===== src/rtl/alu_seq_unit.sv =====
// alu_seq_unit: decodes alu_op/func into a 3-bit ALU control code and executes it.
//   add/sub/and/or/xor, divide-by-zero and illegal ops finish one cycle after accept.
//   mul (shift-add) and div (restoring) iterate one bit per cycle.
// Optional macro: ALU_SIGNED_MULDIV_EN -- two's-complement mul/div. Operand magnitudes are
//   iterated and the sign is applied in one extra cycle.
// Ports:
//   clk, rst_n            clock (rising edge), asynchronous active-low reset
//   in_valid/in_ready     request handshake; alu_op, func, a, b sampled on accept
//   out_valid/out_ready   result handshake; result, result_hi, alu_ctrl, zero and illegal
//                         are held while out_valid is high
//   busy                  unit is not idle
module alu_seq_unit #(
  parameter int unsigned WIDTH = 32
) (
  input  logic             clk,
  input  logic             rst_n,
  input  logic             in_valid,
  output logic             in_ready,
  input  logic [1:0]       alu_op,
  input  logic [5:0]       func,
  input  logic [WIDTH-1:0] a,
  input  logic [WIDTH-1:0] b,
  output logic             out_valid,
  input  logic             out_ready,
  output logic [WIDTH-1:0] result,
  output logic [WIDTH-1:0] result_hi,
  output logic [2:0]       alu_ctrl,
  output logic             zero,
  output logic             illegal,
  output logic             busy
);

  localparam int unsigned CNT_W = $clog2(WIDTH) + 1;

  localparam logic [2:0] CtrlAdd = 3'b000;
  localparam logic [2:0] CtrlSub = 3'b001;
  localparam logic [2:0] CtrlMul = 3'b010;
  localparam logic [2:0] CtrlDiv = 3'b011;
  localparam logic [2:0] CtrlAnd = 3'b100;
  localparam logic [2:0] CtrlOr  = 3'b101;
  localparam logic [2:0] CtrlXor = 3'b110;
  localparam logic [2:0] CtrlIll = 3'b111;

  typedef enum logic [1:0] {StIdle, StExec, StDone, StFix} state_e;

  state_e           state_q, state_d;
  logic [CNT_W-1:0] cnt_q, cnt_d;
  // hi/lo: mul = {partial product, remaining multiplier}; div = {remainder, dividend}
  logic [WIDTH-1:0] hi_q, hi_d, lo_q, lo_d;
  logic [WIDTH-1:0] opnd_q, opnd_d;   // multiplicand or divisor
  logic [WIDTH-1:0] res_q, res_d, res_hi_q, res_hi_d;
  logic [2:0]       ctrl_q, ctrl_d;
  logic             ill_q, ill_d;

  logic [2:0]       dec_ctrl;
  logic [WIDTH-1:0] mag_a, mag_b;
  logic [WIDTH-1:0] addend, step_hi, step_lo;
  logic [WIDTH:0]   mul_sum, div_sh, div_diff;

  always_comb begin
    dec_ctrl = CtrlIll;
    unique case (alu_op)
      2'b00: begin
        case (func)
          6'b100000: dec_ctrl = CtrlAdd;
          6'b100010: dec_ctrl = CtrlSub;
          6'b010010: dec_ctrl = CtrlMul;
          6'b011010: dec_ctrl = CtrlDiv;
          6'b101000: dec_ctrl = CtrlAnd;
          6'b100101: dec_ctrl = CtrlOr;
          6'b100110: dec_ctrl = CtrlXor;
          default:   dec_ctrl = CtrlIll;
        endcase
      end
      2'b01:   dec_ctrl = CtrlSub;
      2'b11:   dec_ctrl = CtrlAdd;
      default: dec_ctrl = CtrlIll;
    endcase
  end

`ifdef ALU_SIGNED_MULDIV_EN
  // neg_q: negate product (mul) or quotient (div); neg_rem_q: negate remainder
  logic             neg_q, neg_d, neg_rem_q, neg_rem_d;
  logic [2*WIDTH-1:0] prod_fix;
  assign mag_a    = a[WIDTH-1] ? -a : a;
  assign mag_b    = b[WIDTH-1] ? -b : b;
  assign prod_fix = neg_q ? -{hi_q, lo_q} : {hi_q, lo_q};
`else
  assign mag_a = a;
  assign mag_b = b;
`endif

  // One iteration step for mul and div, selected by the latched control code
  always_comb begin
    addend   = lo_q[0] ? opnd_q : '0;
    mul_sum  = {1'b0, hi_q} + {1'b0, addend};
    div_sh   = {hi_q, lo_q[WIDTH-1]};
    div_diff = div_sh - {1'b0, opnd_q};
    if (ctrl_q == CtrlMul) begin
      step_hi = mul_sum[WIDTH:1];
      step_lo = {mul_sum[0], lo_q[WIDTH-1:1]};
    end else if (!div_diff[WIDTH]) begin
      step_hi = div_diff[WIDTH-1:0];
      step_lo = {lo_q[WIDTH-2:0], 1'b1};
    end else begin
      step_hi = div_sh[WIDTH-1:0];
      step_lo = {lo_q[WIDTH-2:0], 1'b0};
    end
  end

  always_comb begin
    state_d  = state_q;
    cnt_d    = cnt_q;
    hi_d     = hi_q;
    lo_d     = lo_q;
    opnd_d   = opnd_q;
    res_d    = res_q;
    res_hi_d = res_hi_q;
    ctrl_d   = ctrl_q;
    ill_d    = ill_q;
`ifdef ALU_SIGNED_MULDIV_EN
    neg_d     = neg_q;
    neg_rem_d = neg_rem_q;
`endif
    unique case (state_q)
      StIdle: begin
        if (in_valid) begin
          ctrl_d   = dec_ctrl;
          ill_d    = (dec_ctrl == CtrlIll);
          res_hi_d = '0;
          state_d  = StDone;
          unique case (dec_ctrl)
            CtrlAdd: res_d = a + b;
            CtrlSub: res_d = a - b;
            CtrlAnd: res_d = a & b;
            CtrlOr:  res_d = a | b;
            CtrlXor: res_d = a ^ b;
            CtrlMul, CtrlDiv: begin
              if (b == '0) begin
                // x*0 is trivially 0; x/0 returns all ones with a as remainder
                res_d    = (dec_ctrl == CtrlDiv) ? '1 : '0;
                res_hi_d = (dec_ctrl == CtrlDiv) ? a : '0;
              end else begin
                state_d = StExec;
                cnt_d   = CNT_W'(WIDTH);
                hi_d    = '0;
                lo_d    = (dec_ctrl == CtrlMul) ? mag_b : mag_a;
                opnd_d  = (dec_ctrl == CtrlMul) ? mag_a : mag_b;
`ifdef ALU_SIGNED_MULDIV_EN
                neg_d     = a[WIDTH-1] ^ b[WIDTH-1];
                neg_rem_d = a[WIDTH-1];
`endif
              end
            end
            default: res_d = '0;
          endcase
        end
      end
      StExec: begin
        hi_d  = step_hi;
        lo_d  = step_lo;
        cnt_d = cnt_q - CNT_W'(1);
        if (cnt_q == CNT_W'(1)) begin
`ifdef ALU_SIGNED_MULDIV_EN
          state_d = StFix;
`else
          state_d  = StDone;
          res_d    = step_lo;
          res_hi_d = step_hi;
`endif
        end
      end
`ifdef ALU_SIGNED_MULDIV_EN
      StFix: begin
        state_d = StDone;
        if (ctrl_q == CtrlMul) begin
          res_d    = prod_fix[WIDTH-1:0];
          res_hi_d = prod_fix[2*WIDTH-1:WIDTH];
        end else begin
          // -2^(W-1)/-1 needs no special case: the magnitude quotient negates to itself
          res_d    = neg_q ? -lo_q : lo_q;
          res_hi_d = neg_rem_q ? -hi_q : hi_q;
        end
      end
`endif
      StDone: begin
        if (out_ready) state_d = StIdle;
      end
      default: state_d = StIdle;
    endcase
  end

  always_ff @(posedge clk or negedge rst_n) begin
    if (!rst_n) begin
      state_q  <= StIdle;
      cnt_q    <= '0;
      hi_q     <= '0;
      lo_q     <= '0;
      opnd_q   <= '0;
      res_q    <= '0;
      res_hi_q <= '0;
      ctrl_q   <= CtrlAdd;
      ill_q    <= 1'b0;
`ifdef ALU_SIGNED_MULDIV_EN
      neg_q     <= 1'b0;
      neg_rem_q <= 1'b0;
`endif
    end else begin
      state_q  <= state_d;
      cnt_q    <= cnt_d;
      hi_q     <= hi_d;
      lo_q     <= lo_d;
      opnd_q   <= opnd_d;
      res_q    <= res_d;
      res_hi_q <= res_hi_d;
      ctrl_q   <= ctrl_d;
      ill_q    <= ill_d;
`ifdef ALU_SIGNED_MULDIV_EN
      neg_q     <= neg_d;
      neg_rem_q <= neg_rem_d;
`endif
    end
  end

  assign in_ready  = (state_q == StIdle);
  assign out_valid = (state_q == StDone);
  assign busy      = (state_q != StIdle);
  assign result    = res_q;
  assign result_hi = res_hi_q;
  assign alu_ctrl  = ctrl_q;
  assign illegal   = ill_q;
  assign zero      = (res_q == '0);

endmodule


===== config.mk =====
export PLATFORM = sky130hd
export DESIGN_NAME = alu_seq_unit
export DESIGN_NICKNAME = d
export VERILOG_FILES = /design/src/rtl/alu_seq_unit.sv
export SDC_FILE = /design/constraint.sdc
export NUM_CORES = 1
export LEC_CHECK = 0
export CAP_MARGIN = 20
export CORE_MARGIN = 2
export CORE_UTILIZATION = 44
export CTS_BUF_LIST = sky130_fd_sc_hd__clkbuf_4 sky130_fd_sc_hd__clkbuf_8
export DETAILED_ROUTE_END_ITERATION = 8
export PLACE_DENSITY_LB_ADDON = 0.05
export SLEW_MARGIN = 0
export SYNTH_ARGS = -nofsm -noshare
export SYNTH_HDL_FRONTEND = slang
export SYNTH_SLANG_ARGS = --single-unit

===== constraint.sdc =====
create_clock -name clk -period 8 [get_ports clk]
set_clock_uncertainty 0.1 [all_clocks]
set_input_delay 1.6 -clock clk [delete_from_list [all_inputs] [get_ports clk]]
set_output_delay 1.6 -clock clk [all_outputs]
set_load 0.03 [all_outputs]

==> metrics.txt <==
status=complete, no violations; Setup TNS=0 ns; CP max stage cell=clkdlybuf4s50_1; final WL=62,540 µm; critical setup path kind=in -> reg; site row count=71; register area share after synthesis=25.58%; via count=16,955; final setup fails=0; Post-CTS Hold Fix Bufs=0; Antenna diodes=0; GRT Residual Overflow=0; crit path DAT=7.10 ns; Max Clk Rate=0.1490 GHz; worst hold margin=0.3947 ns; peak supply drop=0.0001365 V; met2 WL=26,900 µm; Syn Nets=2,488; R2R Path Start=lo_q[31]; mux cell area share after synthesis=2.089%; DR pass1 iterations=5; post-CTS setup buffers=0; crit path cell chain=clkdlybuf4s50_1 > or3b_1 > a211oi_1 > nor2_1 > a31o_2 > nand2b_1 > o21ai_0 > xnor2_1 > ha_1 > and3_1 > nor2b_1 > or4_1 > o21ai_0 > o211ai_1 > a311oi_1 > xnor2_1 > a21oi_1 > o21ai_0; syn_area_per_cell=7.489 µm²; ys async rst share=100.0%; CTS H-Tree Depth=4; Via density=5.953; Post-synth EDFFs=0; Yosys top cell area share=25.58%; largest net degree at the start of global routing=83; Die Span Y=199.6 µm; met3 wire len=3952 µm; fin. max-slew vios=0; post-route ant nets=0; Commonest cells post-synth=330 x a21oi_1, 312 x nand2_1, 198 x nor2_1, 174 x o21ai_0, 172 x dfrtp_1; Synth Cell Area=16,830 µm²; fin util=50.72%; WL per Instance=21.96 µm; Clock Sinks=172; RD Place Congestion=0.9885; total die area=39,820 µm²; GRT Total Usage=32.05%; Top FF cell, synth=dfrtp_1; Post-Synth XOR/XNOR Area=5.101%; crit-path max cell delay=0.54 ns; first-pass GRT wire length=96,170 µm; worst r2r path cells=13; Power Dens Cells=157.7 nW/µm²; HP Class=reg -> reg; number of global-route vias before repair=16,127; Simple-Gate Fraction of Synth Area=20.75%; largest buffer count on any clock path=2; Synth Area in Compound Gates=28.14%; hold path depth=2; cell with the most instances on the worst path=o21ai_0; CTS Buf Count=17; combinational family with the most area after synthesis=compound AO/OA/AOI/OAI gates; Seq cells post-synth=172; top routing layer in use=met4; Multi-input gate area=11,570 µm²; register area=4304 µm²; Root Buffer=clkbuf_8; clock-pin slew on the worst setup and hold paths=0.11 ns; CP max FO=10; routed metal-1 wire length=30,600 µm; layout cells sized above 1=4.792%; most frequent cell after synthesis=a21oi_1; HP Start=result_hi[26]; Max Cap Viol=0; Tmin final=6.710 ns; Core ar.=37,670 µm²; count of cell types in the netlist=83; Leakage=8.223 nW; Iter 0 DRT Violations=1,453; Gate Count Post-Synth=2,247; fill count=3,766; fin nets=2,565; Worst Tran Pin Value=1.088 ns; I/O pins=148; Chip Width=199.6 µm; CTS tree=yes; Req. time, crit path=8.39 ns; post-DP HPWL=46,960 µm; CP Capture Type=flop; # port buffers=147; post-synth top area cell=dfrtp_1; fin crit share=83.88%; Post-Synth Adder-Cell Area=12.40%; Critical Path Source=func[2]; Critical Path Source Type=input pin; Initial Util=44.68%; largest cells by area after synthesis=dfrtp_1 26%, ha_1 12%, a21oi_1 9.8%, nand2_1 7.0%, o21ai_0 5.2%; clock latency on the worst-skew pair=0.58 ns; Synth Warn #=0; final hold viol count=0; post-cts sizing count=0; RSZ-0062 raised after global routing=no; area grow syn2layout=13.53%; Rel. slew slack=27.20%; initial antenna violation count=0; Residual DRC=0
==> logic make-up (layout without fill, tap and decap cells) <==
group,Yosys count,in the layout
compound gates,777,777
simple gates,759,759
buf+inv,243,333
flops,172,172
fa+ha+maj,165,165
xor+xnor,98,98
mux,33,33
==> per-layer routing <==
metal  up-vias  track usage (%)
li1       8146                -
met1      8159            47.92
met2       580            47.74
met3        70            5.148
met4         0            7.984
met5         -                0
==> power by group <==
group,internal (W),switching [W],total [W]
clock network,0.000305,0.000413,0.000718
logic,0.000472,0.000766,0.00124
registers,0.000960,0.0000957,0.00106
==> cell type report <==
cell class / instances / share of cell area, %
clock buffer: 19 / 1.336
inverter: 125 / 2.456
sequential: 172 / 22.53
tap: 511 / 3.347
multi-input combinational: 1832 / 60.58
clock inverter: 13 / 0.8842
timing repair buffer: 176 / 8.868
==> path summary, 6_finish.rpt <==
check / slack, ns / endpoint
worst max-delay path: 1.29 / result[25]
worst min-delay path: 0.39 / result_hi[26]
worst max register to register: 3.24 / result_hi[27]
worst min register to register: 0.39 / result_hi[26]
max in group asynchronous: 5.59 / hi_q[6]
min in group asynchronous: 0.98 / lo_q[28]
==> layout by cell type, fill, tap and decap left out, drive strengths merged, types with 26 or more instances in the layout <==
cell type	instances
a21o	44
a21oi	332
nor3	31
nand2	312
xnor2	68
dfrtp	172
nand3	26
clkdlybuf4s50	146
inv	135
nor2	199
ha	162
o21ai	188
and2	48
xor2	30
buf	30
==> sequential cells by signal (all words and copies together) (netlist names) <==
register and cells:
result_hi 32, illegal 1, opnd_q 32, hi_q 32, cnt_q 6, alu_ctrl 3
lo_q 32, result 32, state_q 2
==> per-stage QoR <==
step / setup slack [ns] / std cells / area (µm²) / total power (W)
after floorplan: 2.148 / 2247 / 16830 / 0.001816
after global placement: 0.8620 / 2815 / 18670 / 0.002286
after detailed placement: 0.7474 / 2815 / 18670 / 0.002290
after CTS: 1.379 / 2847 / 19090 / 0.003016
after global routing: 1.023 / 2848 / 19100 / 0.003182
final: 1.290 / 2848 / 19100 / 0.003012
==> worst max-delay path, delay by kind of cell <==
kind | cells | cell delay (ns)
simple gates | 6 | 1.98
xor+xnor | 2 | 0.35
fa+ha+maj | 1 | 0.35
buf+inv | 1 | 0.54
compound gates | 8 | 2.30
Note: power is estimated with default switching activity, not from simulation.
